File: src/rtl/arp_pkg.sv
// Shared ARP constants, rx state encoding and reply-queue entry type.
package arp_pkg;

    localparam logic [15:0] ARP_ETHERTYPE   = 16'h0806;
    localparam logic [15:0] ARP_HTYPE_ETH   = 16'h0001;
    localparam logic [15:0] ARP_PTYPE_IPV4  = 16'h0800;
    localparam logic [7:0]  ARP_HLEN        = 8'd6;
    localparam logic [7:0]  ARP_PLEN        = 8'd4;
    localparam logic [15:0] ARP_OPER_REQ    = 16'd1;
    localparam logic [15:0] ARP_OPER_REPLY  = 16'd2;
    localparam int          ARP_RX_LEN      = 28;
    localparam int          ARP_TX_LEN      = 30;
    localparam int          ARP_TX_LEN_PAD  = 48;

    // Fixed leading ten bytes of every reply frame
    localparam logic [79:0] ARP_REPLY_HDR = {
        ARP_ETHERTYPE, ARP_HTYPE_ETH, ARP_PTYPE_IPV4,
        ARP_HLEN, ARP_PLEN, ARP_OPER_REPLY
    };

    typedef enum logic [1:0] {
        RX_IDLE,
        RX_HDR,
        RX_DONE,
        RX_ERR
    } rx_state_e;

    typedef struct packed {
        logic [47:0] mac;
        logic [31:0] ip;
        logic [1:0]  idx;
    } arp_entry_t;

endpackage

File: src/rtl/arp_reply_queue.sv
// Pending-reply FIFO; push is ignored when full, pop is ignored when empty.
module arp_reply_queue
    import arp_pkg::*;
#(
    parameter int QUEUE_DEPTH = 2
) (
    input  logic       rx_clock,
    input  logic       reset,
    input  logic       push,
    input  arp_entry_t push_entry,
    input  logic       pop,
    output arp_entry_t head,
    output logic       full,
    output logic       empty
);

    localparam int PW = (QUEUE_DEPTH > 1) ? $clog2(QUEUE_DEPTH) : 1;
    localparam int CW = $clog2(QUEUE_DEPTH + 1);
    localparam logic [PW-1:0] PTR_LAST = PW'(QUEUE_DEPTH - 1);
    localparam logic [CW-1:0] CNT_FULL = CW'(QUEUE_DEPTH);

    arp_entry_t    mem_q [QUEUE_DEPTH];
    arp_entry_t    mem_d [QUEUE_DEPTH];
    logic [PW-1:0] wr_q, wr_d;
    logic [PW-1:0] rd_q, rd_d;
    logic [CW-1:0] cnt_q, cnt_d;
    logic          do_push, do_pop;

    function automatic logic [PW-1:0] ptr_next(input logic [PW-1:0] p);
        return (p == PTR_LAST) ? '0 : p + 1'b1;
    endfunction

    assign full    = (cnt_q == CNT_FULL);
    assign empty   = (cnt_q == '0);
    assign do_push = push && !full;
    assign do_pop  = pop && !empty;
    assign head    = mem_q[rd_q];

    always_comb begin
        mem_d = mem_q;
        wr_d  = wr_q;
        rd_d  = rd_q;
        cnt_d = cnt_q;
        if (do_push) begin
            mem_d[wr_q] = push_entry;
            wr_d        = ptr_next(wr_q);
        end
        if (do_pop) begin
            rd_d = ptr_next(rd_q);
        end
        unique case ({do_push, do_pop})
            2'b10:   cnt_d = cnt_q + 1'b1;
            2'b01:   cnt_d = cnt_q - 1'b1;
            default: cnt_d = cnt_q;
        endcase
    end

    always_ff @(posedge rx_clock) begin
        if (reset) begin
            for (int i = 0; i < QUEUE_DEPTH; i++) begin
                mem_q[i] <= '0;
            end
            wr_q  <= '0;
            rd_q  <= '0;
            cnt_q <= '0;
        end else begin
            mem_q <= mem_d;
            wr_q  <= wr_d;
            rd_q  <= rd_d;
            cnt_q <= cnt_d;
        end
    end

endmodule

File: src/rtl/arp_responder_mc.sv
// ARP responder: validates rx ARP headers, queues replies, reports learned bindings.
// Build option ARP_PAD_EN pads each reply to 48 bytes with trailing zeros.
module arp_responder_mc
    import arp_pkg::*;
#(
    parameter int N_IP        = 2,
    parameter int QUEUE_DEPTH = 2
) (
    input  logic               rx_clock,
    input  logic               reset,
    input  logic               rx_enable,
    input  logic [7:0]         rx_data,
    input  logic [47:0]        local_mac,
    input  logic [32*N_IP-1:0] local_ip,
    input  logic [N_IP-1:0]    ip_enable,
    input  logic               tx_enable,
    output logic [7:0]         tx_data,
    output logic               tx_request,
    output logic               tx_active,
    output logic [47:0]        destination_mac,
    output logic               learn_valid,
    output logic [31:0]        learn_ip,
    output logic [47:0]        learn_mac,
    output logic               drop_pulse
);

`ifdef ARP_PAD_EN
    localparam int TX_LEN = ARP_TX_LEN_PAD;
`else
    localparam int TX_LEN = ARP_TX_LEN;
`endif
    localparam logic [5:0] TX_LAST = 6'(TX_LEN - 1);
    localparam logic [4:0] RX_LAST = 5'(ARP_RX_LEN - 1);

    rx_state_e   rx_state_q, rx_state_d;
    logic [4:0]  rx_cnt_q, rx_cnt_d;
    logic [47:0] sha_q, sha_d;
    logic [31:0] spa_q, spa_d;
    logic [23:0] tpa_q, tpa_d;
    logic        is_req_q, is_req_d;
    logic        learn_valid_q, learn_valid_d;
    logic [31:0] learn_ip_q, learn_ip_d;
    logic [47:0] learn_mac_q, learn_mac_d;
    logic        drop_q, drop_d;
    logic        sending_q, sending_d;
    logic [5:0]  tx_cnt_q, tx_cnt_d;

    logic [4:0]   rx_idx;
    logic         hdr_ok;
    logic         decide;
    logic [31:0]  tpa_full;
    logic         hit;
    logic [1:0]   hit_idx;
    arp_entry_t   push_entry;
    arp_entry_t   head;
    logic         q_push, q_pop, q_full, q_empty;
    logic         tx_start;
    logic [5:0]   tx_idx;
    logic [31:0]  tx_ip;
    logic [239:0] frame;
    logic [239:0] frame_sh;

    // Per-byte check of the fixed header fields; byte 0 arrives in RX_IDLE
    always_comb begin
        rx_idx = (rx_state_q == RX_IDLE) ? 5'd0 : rx_cnt_q;
        hdr_ok = 1'b1;
        unique case (rx_idx)
            5'd0:    hdr_ok = (rx_data == ARP_HTYPE_ETH[15:8]);
            5'd1:    hdr_ok = (rx_data == ARP_HTYPE_ETH[7:0]);
            5'd2:    hdr_ok = (rx_data == ARP_PTYPE_IPV4[15:8]);
            5'd3:    hdr_ok = (rx_data == ARP_PTYPE_IPV4[7:0]);
            5'd4:    hdr_ok = (rx_data == ARP_HLEN);
            5'd5:    hdr_ok = (rx_data == ARP_PLEN);
            5'd6:    hdr_ok = (rx_data == ARP_OPER_REQ[15:8]);
            5'd7:    hdr_ok = (rx_data == ARP_OPER_REQ[7:0]) ||
                              (rx_data == ARP_OPER_REPLY[7:0]);
            default: hdr_ok = 1'b1;
        endcase
    end

    // Lowest enabled, non-zero local address equal to TPA wins
    always_comb begin
        tpa_full = {tpa_q, rx_data};
        hit      = 1'b0;
        hit_idx  = '0;
        for (int k = N_IP - 1; k >= 0; k--) begin
            if (ip_enable[k] && (local_ip[32*k +: 32] != '0) &&
                (local_ip[32*k +: 32] == tpa_full)) begin
                hit     = 1'b1;
                hit_idx = 2'(k);
            end
        end
    end

    always_comb begin
        rx_state_d = rx_state_q;
        rx_cnt_d   = rx_cnt_q;
        sha_d      = sha_q;
        spa_d      = spa_q;
        tpa_d      = tpa_q;
        is_req_d   = is_req_q;
        decide     = 1'b0;
        unique case (rx_state_q)
            RX_IDLE: begin
                if (rx_enable) begin
                    rx_cnt_d   = 5'd1;
                    rx_state_d = hdr_ok ? RX_HDR : RX_ERR;
                end
            end
            RX_HDR: begin
                if (!rx_enable) begin
                    rx_state_d = RX_IDLE;
                end else if (!hdr_ok) begin
                    rx_state_d = RX_ERR;
                end else begin
                    rx_cnt_d = rx_cnt_q + 5'd1;
                    if (rx_idx == 5'd7) begin
                        is_req_d = (rx_data == ARP_OPER_REQ[7:0]);
                    end
                    if (rx_idx >= 5'd8 && rx_idx <= 5'd13) begin
                        sha_d = {sha_q[39:0], rx_data};
                    end
                    if (rx_idx >= 5'd14 && rx_idx <= 5'd17) begin
                        spa_d = {spa_q[23:0], rx_data};
                    end
                    if (rx_idx >= 5'd24 && rx_idx <= 5'd26) begin
                        tpa_d = {tpa_q[15:0], rx_data};
                    end
                    if (rx_idx == RX_LAST) begin
                        decide     = 1'b1;
                        rx_state_d = RX_DONE;
                    end
                end
            end
            RX_DONE, RX_ERR: begin
                if (!rx_enable) begin
                    rx_state_d = RX_IDLE;
                end
            end
            default: rx_state_d = RX_IDLE;
        endcase
    end

    always_comb begin
        push_entry    = '{mac: sha_q, ip: spa_q, idx: hit_idx};
        q_push        = decide && is_req_q && hit && !q_full;
        drop_d        = decide && is_req_q && hit && q_full;
        learn_valid_d = decide && !is_req_q;
        learn_ip_d    = learn_valid_d ? spa_q : learn_ip_q;
        learn_mac_d   = learn_valid_d ? sha_q : learn_mac_q;
    end

    always_comb begin
        sending_d = sending_q;
        tx_cnt_d  = tx_cnt_q;
        q_pop     = 1'b0;
        tx_start  = tx_enable && tx_request;
        tx_idx    = tx_start ? 6'd0 : tx_cnt_q;
        if (tx_start) begin
            sending_d = 1'b1;
            tx_cnt_d  = 6'd1;
        end else if (sending_q) begin
            if (tx_cnt_q == TX_LAST) begin
                sending_d = 1'b0;
                tx_cnt_d  = '0;
                q_pop     = 1'b1;
            end else begin
                tx_cnt_d = tx_cnt_q + 6'd1;
            end
        end
    end

    // Shifting past the 30-byte body yields the zero pad bytes
    always_comb begin
        tx_ip = '0;
        for (int k = 0; k < N_IP; k++) begin
            if (head.idx == 2'(k)) begin
                tx_ip = local_ip[32*k +: 32];
            end
        end
        frame    = {ARP_REPLY_HDR, local_mac, tx_ip, head.mac, head.ip};
        frame_sh = frame << {tx_idx, 3'b000};
    end

    always_ff @(posedge rx_clock) begin
        if (reset) begin
            rx_state_q    <= RX_IDLE;
            rx_cnt_q      <= '0;
            sha_q         <= '0;
            spa_q         <= '0;
            tpa_q         <= '0;
            is_req_q      <= 1'b0;
            learn_valid_q <= 1'b0;
            learn_ip_q    <= '0;
            learn_mac_q   <= '0;
            drop_q        <= 1'b0;
            sending_q     <= 1'b0;
            tx_cnt_q      <= '0;
        end else begin
            rx_state_q    <= rx_state_d;
            rx_cnt_q      <= rx_cnt_d;
            sha_q         <= sha_d;
            spa_q         <= spa_d;
            tpa_q         <= tpa_d;
            is_req_q      <= is_req_d;
            learn_valid_q <= learn_valid_d;
            learn_ip_q    <= learn_ip_d;
            learn_mac_q   <= learn_mac_d;
            drop_q        <= drop_d;
            sending_q     <= sending_d;
            tx_cnt_q      <= tx_cnt_d;
        end
    end

    arp_reply_queue #(
        .QUEUE_DEPTH(QUEUE_DEPTH)
    ) u_queue (
        .rx_clock  (rx_clock),
        .reset     (reset),
        .push      (q_push),
        .push_entry(push_entry),
        .pop       (q_pop),
        .head      (head),
        .full      (q_full),
        .empty     (q_empty)
    );

    assign tx_request      = !q_empty && !sending_q;
    assign tx_active       = tx_enable || sending_q;
    assign tx_data         = (tx_start || sending_q) ? frame_sh[239:232] : 8'h00;
    assign destination_mac = q_empty ? 48'h0 : head.mac;
    assign learn_valid     = learn_valid_q;
    assign learn_ip        = learn_ip_q;
    assign learn_mac       = learn_mac_q;
    assign drop_pulse      = drop_q;

endmodule

File: config.mk
export PLATFORM = sky130hd
export DESIGN_NAME = arp_responder_mc
export DESIGN_NICKNAME = d
export VERILOG_FILES = /design/src/rtl/arp_pkg.sv /design/src/rtl/arp_reply_queue.sv /design/src/rtl/arp_responder_mc.sv
export SDC_FILE = /design/constraint.sdc
export NUM_CORES = 1
export LEC_CHECK = 0
export ABC_AREA = 1
export CAP_MARGIN = 20
export CORE_MARGIN = 2
export CORE_UTILIZATION = 35
export DETAILED_ROUTE_END_ITERATION = 8
export PLACE_DENSITY = 0.55
export SYNTH_ARGS = -nofsm -noshare
export SYNTH_HDL_FRONTEND = slang
export SYNTH_HIERARCHICAL = 1
export SYNTH_SLANG_ARGS = --single-unit
File: constraint.sdc
create_clock -name rx_clock -period 3.27 [get_ports rx_clock]
set_input_delay 0.981 -clock rx_clock [delete_from_list [all_inputs] [get_ports rx_clock]]
set_output_delay 0.981 -clock rx_clock [all_outputs]
set_load 0.005 [all_outputs]
Word-level counts from Yosys, hierarchy flattened:

Cells that the tools add are included.
W data, S select, Z words.

* register bits after elaboration: 369
* bits of input ports: 126
* word-level logic and storage cells: 155

* equality and inequality tests: 28
* reductions and logical operators: 43
* shift operators: 1
* order comparisons: 9
* muxes and demuxes: 44
* add/sub/neg operators: 6
* bitwise logic cells: 2

Operators with widths (count)
* $mux W82: 4
* $shl A236 B9 Y240: 1
* $bwmux W164: 1
* $demux W82 S1: 1
* $eq A32 B32 Y1: 2
* $mux W32: 2
* $reduce_bool A32 Y1: 2
* $mux W48: 1
* $eq A5 B3 Y1 const B: 4
* $mux W5: 4
* $reduce_and A4 Y1: 5
* $logic_and A1 B1 Y1: 17
* $mux W1: 17
* $eq A8 B3 Y1 const B: 2
* $mux W2: 7
* $mux W6: 2
* $eq A5 B2 Y1 const B: 2
* $ge A5 B4 Y1 const B: 2
* $le A5 B5 Y1 const B: 2
* $pmux W5 S2: 1
* $eq A2 B2 Y1 const B: 4
* $eq A8 B1 Y1 const B: 1
* $eq A8 B2 Y1 const B: 1
* $eq A8 B4 Y1 const B: 1
* other kinds (29): 47

Depth between registers and ports, before layout:

Gate-level depths: netlist of the first run.

* word-level depth: 14
* depth in mapped cells: 19

Cells and area by module:

Netlist of the first run, hierarchy kept.

By module, submodules not included
* arp_responder_mc: cells each 1594, instances 1, area an instance 10588.9 um2
* arp_reply_queue: cells each 1537, instances 1, area an instance 9201.3 um2

Least setup slack after synthesis of the first run:

No wires, ideal clock.

* path kind: input to output
* start point: in tx_enable
* end point: out tx_data[5]
* arrival: 2298 ps
* path slack: -9 ps
* cell stages on the path: 10
* buffers on the path: 1
* cells stage by stage: nand2_1 nand2_1 nand2_1 clkbuf_1 o21ai_0 o31ai_1 nand3_1 nand3_1 nand2_1 a21oi_1

* longest elaborated chain between the ends: 4
* elaborated cells between the ends (all ways): 5

RTL lines
* from (decl): line arp_responder_mc.sv:16 `input logic tx_enable,`
* $logic_and A1 B1 Y1 (*): line arp_responder_mc.sv:157 `tx_start = tx_enable && tx_request;`
* $mux W6: line arp_responder_mc.sv:158 `tx_idx = tx_start ? 6'd0 : tx_cnt_q;`
* $shl A236 B9 Y240: line arp_responder_mc.sv:182 `frame_sh = frame << {tx_idx, 3'b000};`
* $mux W8 (*): line arp_responder_mc.sv:230 `assign tx_data = (tx_start || sending_q) ? frame_sh[239:232] : 8'h00;`
* to (decl): line arp_responder_mc.sv:17 `output logic [7:0] tx_data,`

Every way passes the cells marked *; elsewhere a longest branch is shown, timed or not.

==> results.sh, run 1 <==
export IMPL_number_of_antenna_violations_at_the_first_check_in_global_routing=0
export IMPL_post_synth_top_count_cell="nand2_1"
export IMPL_violations_in_the_final_reports="negative setup slack"
export IMPL_fillers=5684
export IMPL_timing_slew_headroom=0.494
export IMPL_place_congestion=0.956
export IMPL_drv_cap=0
export IMPL_clock_fmax_mhz=277
export IMPL_grt_first_pass_wirelength_mm=133
export IMPL_globalRoute_totalOverflow=0
export IMPL_cts_tree="built"
export IMPL_place_worst_setup_slack_ns=-1.21
export IMPL_synth_top_cells_by_area="dfxtp_1, nand2_1, inv_1"
export IMPL_rsz_0062_raised_after_global_routing="yes"
export IMPL_power_density_nw_per_um2=356
export IMPL_post_route_core_utilization=0.508
export IMPL_worstSetupStartpointType="flop"
export IMPL_yosys_warnings=6
export IMPL_final_layout_size_suffix_gt1_frac=0.194
export IMPL_first_global_vias=21234
export IMPL_dpl_hpwl_mm=64.1
export IMPL_grt_max_degree=85
export IMPL_die_area_sq_um=58500
export IMPL_final_hold_viol_count=0
export IMPL_critPathCaptureType="output port"
export IMPL_post_route_min_period_ns=3.61
export IMPL_insertion_delay_ns=0.59
export IMPL_antenna_violating_nets_left=0
export IMPL_groute_usage_overall=0.294
export IMPL_yosysTopAreaCell="dfxtp_1"
export IMPL_drc=0
export IMPL_drt_iter0_markers=2066
export IMPL_critical_path_max_fanout=5
export IMPL_synth_distinct_cells=44
export IMPL_worstPathRequired_ns=2.29
export IMPL_ctsHtreeMaxLevel=2
export IMPL_synth_edf_count=0
export IMPL_clkTransAtPathRegs_ns=0.06
export IMPL_initial_core_util=0.352
export IMPL_die_w_um=242
export IMPL_synth_seq_area_share=0.373
export IMPL_clock_sink_count=369
export IMPL_timing_final_max_slew_violations=0
export IMPL_cts_max_path_buffers=3
export IMPL_detail_route_first_pass_iterations=6
export IMPL_hp_class="reg -> reg"
export IMPL_route_met3_wl_mm=5.74
export IMPL_timing_final_setup_violations=8
export IMPL_vias=22549
export IMPL_synth_fp_nets=3261
export IMPL_async_flop_share=0
export IMPL_wl_per_cell_um=20.0
export IMPL_timing_worst_setup_path_type="reg -> out"
export IMPL_synth_avg_cell_area_sq_um=6.32
export IMPL_worst_slew_pin_slew_ns=0.758
export IMPL_io_buffer_count=265
export IMPL_detail_route_vias_per_cell=5.10
export IMPL_synth_flop_cell="dfxtp_1"
export IMPL_fin_ws_ns=-0.337
export IMPL_fp_coreArea_sq_um=56200
export IMPL_floorplan_rows=87
export IMPL_ys_ff_latch=369
export IMPL_wl_met2_mm=39.9
export IMPL_io_pins=266
export IMPL_layout_nets=3767
export IMPL_mappedNetlistArea_sq_um=19800
export IMPL_antennaDiodeCount=0
export IMPL_placed_cells=4271
export IMPL_synth_cells=3131
export IMPL_routed_wirelength_mm=88.6
export IMPL_routedLengthMet1_mm=40.6
export IMPL_synth_top_area_share=0.373
export IMPL_synthToLayoutAreaGrowth_pct=44.2
export IMPL_static_leakage_power_nw=11.8
export IMPL_crit_arrival_ns=2.63
export IMPL_ir_worst_vdd_uv=358
export IMPL_status="complete, but fails checks"
export IMPL_final_period_utilization=1.10
export IMPL_highest_signal_layer="met4"
export IMPL_numCtsBuffers=43
export IMPL_post_layout_nonfiller_instances=4424
export IMPL_die_height_um=242
export IMPL_clock_tree_root_cell="clkbuf_16"
export IMPL_finClkSkew_ns=0.0255
export IMPL_most_common_library_cells_after_synthesis="nand2_1, inv_1, dfxtp_1"
==> power breakdown <==
group          internal [mW]  total [mW]  switching (mW)  leakage (nW)
registers               4.50        4.52          0.0130          2.97
logic                  0.335       0.733           0.398          8.17
clock network           2.90        4.91            2.01         0.710
total                   7.73        10.2            2.42          11.8
==> through the flow <==
stage                     setup TNS [ns]  hold slack (ns)  power [mW]  area, sq um
after CTS                          -2.38            0.461        10.2        27900
after floorplan                        0            0.453        4.87        19800
after global routing               -3.51            0.476        10.5        28500
after detailed placement         -171.17            0.451        5.30        25300
final                              -2.27            0.458        10.2        28500
after global placement           -181.97            0.453        5.31        25300
==> placed cells by master (no fill, tap or decap), types with 8 or more instances in the layout <==
master             n
clkbuf_16         46
nor2_1           278
o22ai_1           48
buf_4            336
clkbuf_8          13
nor2_4            11
buf_6             22
nor4_1            24
clkbuf_1           9
dlygate4sd2_1     46
xor2_1            12
inv_2             71
o21ai_0           90
clkdlybuf4s50_1  162
inv_1            489
o22ai_2            9
a21oi_1          202
buf_12            37
nor2_2            17
xnor2_1            8
o21ai_4            9
o21ai_2           11
nand2_1          703
buf_16            11
nand4_1          179
clkbuf_2          11
o211ai_1           9
buf_2             10
nand3_1          203
o21ai_1           50
nand2_2           11
dfxtp_1          365
dlymetal6s2s_1    34
==> what timing repair did <==
item / in CTS / in global routing
pin swaps: 58 / 61
gates resized for setup: 322 / 154
cloned: 15 / 3
buffers inserted: 30 / 29
endpoints found under the hold margin: 0 / 0
setup endpoints to repair: 223 / 196
hold buffers: 0 / 0
==> critical path, cell delays in order (launching register included) <==
cell and delay [ns]:
dfxtp_4 0.38, nand2_2 0.08, o21ai_2 0.06, buf_6 0.13, inv_6 0.06, nand2_8 0.06
buf_12 0.15, buf_12 0.13, o22ai_4 0.18, o22a_1 0.19, nand4_1 0.09, o21ai_1 0.09
nand2_1 0.06, nand2_1 0.08, nor2_2 0.06, nor2_1 0.13, buf_2 0.14
==> state kept, by name, summed over array words and instances, names as in the netlist, 5 cells and up <==
name           cells
spa_q             32
tx_cnt_q           6
rx_cnt_q           5
learn_mac         48
u_queue/mem_q    164
learn_ip          32
sha_q             48
tpa_q             24
==> path summary, 6_finish.rpt <==
kind	start	endpoint	slack (ns)	cells after the start
worst max-delay path	u_queue/rd_q$_SDFFE_PP0P_	tx_data[2]	-0.34	16
worst min-delay path	learn_mac[18]$_SDFFE_PP0P_	learn_mac[18]$_SDFFE_PP0P_	0.46	2
worst max register to register	tpa_q[7]$_SDFFE_PP0P_	u_queue/mem_q[41]$_SDFFE_PP0P_	0.40	15
worst min register to register	learn_mac[18]$_SDFFE_PP0P_	learn_mac[18]$_SDFFE_PP0P_	0.46	2
==> layout make-up <==
class | instances | area, sq um | area share
flip-flops and latches | 369 | 7390 | 0.259
repair buffers | 678 | 6600 | 0.231
clock inverters | 11 | 165 | 0.00579
inverters | 565 | 2140 | 0.0750
multi-input cells | 1980 | 10000 | 0.350
clock buffers | 65 | 1290 | 0.0452
well taps | 756 | 946 | 0.0331
==> logic make-up (layout without fill, tap and decap cells) <==
kind of cell,after synthesis,in the layout,synth area share
simple gates,1466,1466,0.321
buf+inv,782,1319,0.157
compound gates,489,489,0.137
flops,369,369,0.373
xor+xnor,20,20,0.00885
fa+ha+maj,4,4,0.00253
other cells,1,1,0.000189
==> layer usage <==
| metal | global-route usage | vias up |
|---|---|---|
| met5 | 0 | - |
| met4 | 0.0777 | 0 |
| met3 | 0.0453 | 119 |
| met2 | 0.467 | 866 |
| li1 | - | 11006 |
| met1 | 0.413 | 10558 |
Note: power is estimated with default switching activity, not from simulation.
==> run 2: changes to the inputs <==
--- a/config.mk
+++ b/config.mk
@@ -8,9 +8,9 @@
 export ABC_AREA = 1
 export CAP_MARGIN = 20
 export CORE_MARGIN = 2
-export CORE_UTILIZATION = 35
+export CORE_UTILIZATION = 50
 export DETAILED_ROUTE_END_ITERATION = 8
-export PLACE_DENSITY = 0.55
+export PLACE_DENSITY = 0.75
 export SYNTH_ARGS = -nofsm -noshare
 export SYNTH_HDL_FRONTEND = slang
 export SYNTH_HIERARCHICAL = 1
==> results.sh, run 2 (same netlist as run 1, synthesis figures left out) <==
export IMPL_status="complete, but fails checks"
export IMPL_violations_in_the_final_reports="negative setup slack"
export IMPL_antenna_violating_nets_left=0
export IMPL_initial_core_util=0.510
export IMPL_power_share_switching=0.237
export IMPL_clkTransAtPathRegs_ns=0.06
export IMPL_cts_hold_fix_buffers=0
export IMPL_reg2reg_from="tpa_q[3]$_SDFFE_PP0P_"
export IMPL_fillers=3000
export IMPL_timing_slew_headroom=0.254
export IMPL_critPathCaptureType="output port"
export IMPL_die_w_um=203
export IMPL_reg2reg_setup_slack_ns=0.40
export IMPL_clock_tree_root_cell="clkbuf_16"
export IMPL_largest_reg_flops=164
export IMPL_place_congestion=1.02
export IMPL_post_layout_nonfiller_instances=4172
export IMPL_worst_hold_startpoint="learn_mac[33]$_SDFFE_PP0P_"
export IMPL_die_area_sq_um=41200
export IMPL_timing_critical_path_from="u_queue/rd_q$_SDFFE_PP0P_"
export IMPL_power_density_nw_per_um2=349
export IMPL_final_layout_size_suffix_gt1_frac=0.199
export IMPL_dpl_hpwl_mm=59.6
export IMPL_synthToLayoutAreaGrowth_pct=42.3
export IMPL_crit_arrival_ns=2.64
export IMPL_io_buffer_count=265
export IMPL_insertion_delay_ns=0.57
export IMPL_critical_path_max_fanout=14
export IMPL_grt_first_pass_wirelength_mm=130
export IMPL_drv_cap=0
export IMPL_clock_sink_count=369
export IMPL_clock_fmax_mhz=276
export IMPL_detail_route_vias_per_cell=5.77
export IMPL_drt_iter0_markers=3104
export IMPL_timing_final_max_slew_violations=0
export IMPL_most_frequent_cells_in_the_layout="nand2_1, inv_1, dfxtp_1"
export IMPL_ctsHtreeMaxLevel=2
export IMPL_pwr_share_seq=0.460
export IMPL_total_power_mw=9.82
export IMPL_final_period_utilization=1.11
export IMPL_worstSetupStartpointType="flop"
export IMPL_portion_of_total_power_attributed_to_combinational_logic=0.074
export IMPL_cts_tree="built"
export IMPL_rsz_0062_raised_after_global_routing="yes"
export IMPL_groute_usage_overall=0.406
export IMPL_die_height_um=203
export IMPL_placed_cells=4020
export IMPL_final_hold_viol_count=0
export IMPL_power_switching_mw=2.32
export IMPL_worstPathRequired_ns=2.29
export IMPL_numCtsBuffers=40
export IMPL_floorplan_rows=72
export IMPL_globalRoute_totalOverflow=0
export IMPL_hp_class="reg -> reg"
export IMPL_timing_final_setup_violations=8
export IMPL_grt_max_degree=85
export IMPL_first_global_vias=22599
export IMPL_worst_slew_pin_slew_ns=1.12
export IMPL_cts_max_path_buffers=3
export IMPL_number_of_antenna_violations_at_the_first_check_in_global_routing=1
export IMPL_layout_nets=3756
export IMPL_post_route_min_period_ns=3.62
export IMPL_vias=24061
export IMPL_most_frequent_standard_cell_in_the_layout_excluding_fill_and_tap_cells="nand2_1"
export IMPL_timing_worst_setup_path_type="reg -> out"
export IMPL_timing_setup_tns_ns=-2.12
export IMPL_io_pins=266
export IMPL_largest_register="u_queue/mem_q"
export IMPL_static_leakage_power_nw=11.8
export IMPL_antennaDiodeCount=0
export IMPL_fin_ws_ns=-0.351
export IMPL_wl_per_cell_um=21.1
export IMPL_finClkSkew_ns=0.0272
export IMPL_ir_worst_vdd_uv=453
export IMPL_drc=0
export IMPL_internal_power_mw=7.50
export IMPL_routed_wirelength_mm=88.0
export IMPL_detail_route_first_pass_iterations=6
export IMPL_fp_coreArea_sq_um=38800
export IMPL_power_clock_fraction=0.467
## run 2: cell types whose count changed in the layout (fill, tap and decap cells not counted), sizes merged
cell / before / now
inv: 566 / 567
bufbuf: 4 / 2
clkinv: 7 / 9
dlymetal6s2s: 34 / 32
dlygate4sd2: 46 / 65
bufinv: 2 / 3
clkbuf: 79 / 69
buf: 417 / 406
clkdlybuf4s15: 1 / 5
clkdlybuf4s50: 162 / 146
## run 2: area by class of cell
cell class | instances | area (sq um) | area share
sequential | 369 | 7390 | 0.263
clock inverter | 15 | 175 | 0.00622
clock buffer | 55 | 1140 | 0.0404
inverter | 565 | 2130 | 0.0755
timing repair buffer | 670 | 6560 | 0.233
tap | 518 | 648 | 0.0230
multi-input combinational | 1980 | 10100 | 0.359
## run 2: path summary, 6_finish.rpt
| kind | end | cells past startpoint |
|---|---|---|
| setup / recovery | tx_data[7] | 11 |
| hold / removal | learn_mac[33]$_SDFFE_PP0P_ | 2 |
| setup reg to reg | u_queue/mem_q[12]$_SDFFE_PP0P_ | 17 |
| hold reg to reg | learn_mac[33]$_SDFFE_PP0P_ | 2 |
## run 2: power groups by stage
stage	logic [mW]	registers (mW)	clock network (mW)
2_1_floorplan	0.255	4.61	0
3_3_place_gp	0.688	4.61	0
3_5_place_dp	0.679	4.61	0
4_1_cts	0.694	4.51	4.59
5_1_grt	0.760	4.51	4.77
6_report	0.723	4.51	4.59
## run 2: worst max-delay path, stage by stage (launching register included)
cell and delay, ns:
dfxtp_4 0.40, buf_12 0.17, buf_16 0.16, o21ai_0 0.35, buf_4 0.22, o22ai_2 0.09
o21ai_1 0.17, a31oi_2 0.12, nand2_1 0.08, nand2_1 0.07, nor2_2 0.11, buf_2 0.13
## run 2: timing repair
| item | in CTS | in global routing |
|---|---|---|
| setup endpoints to repair | 223 | 186 |
| buffers inserted | 39 | 26 |
| resized for setup | 386 | 149 |
| pin swaps | 77 | 71 |
| gates cloned | 15 | 7 |
## run 2: metal layers
metal / vias up / global-route usage / wire [um]
met1: 11141 / 0.531 / 34200
met2: 1601 / 0.646 / 38600
met4: 2 / 0.183 / 5100
met5: - / 0 / 10
li1: 11005 / - / -
met3: 312 / 0.0822 / 10100
## run 2: through the flow
step,setup slack (ns),hold WS [ns],utilization,cell area [sq um]
4_1_cts,-0.246,0.463,0.708,27500
3_5_place_dp,-1.13,0.454,0.639,24800
3_3_place_gp,-1.06,0.450,0.639,24800
5_1_grt,-0.416,0.485,0.726,28200
2_1_floorplan,0.0221,0.453,-,19800
6_report,-0.351,0.464,0.726,28200
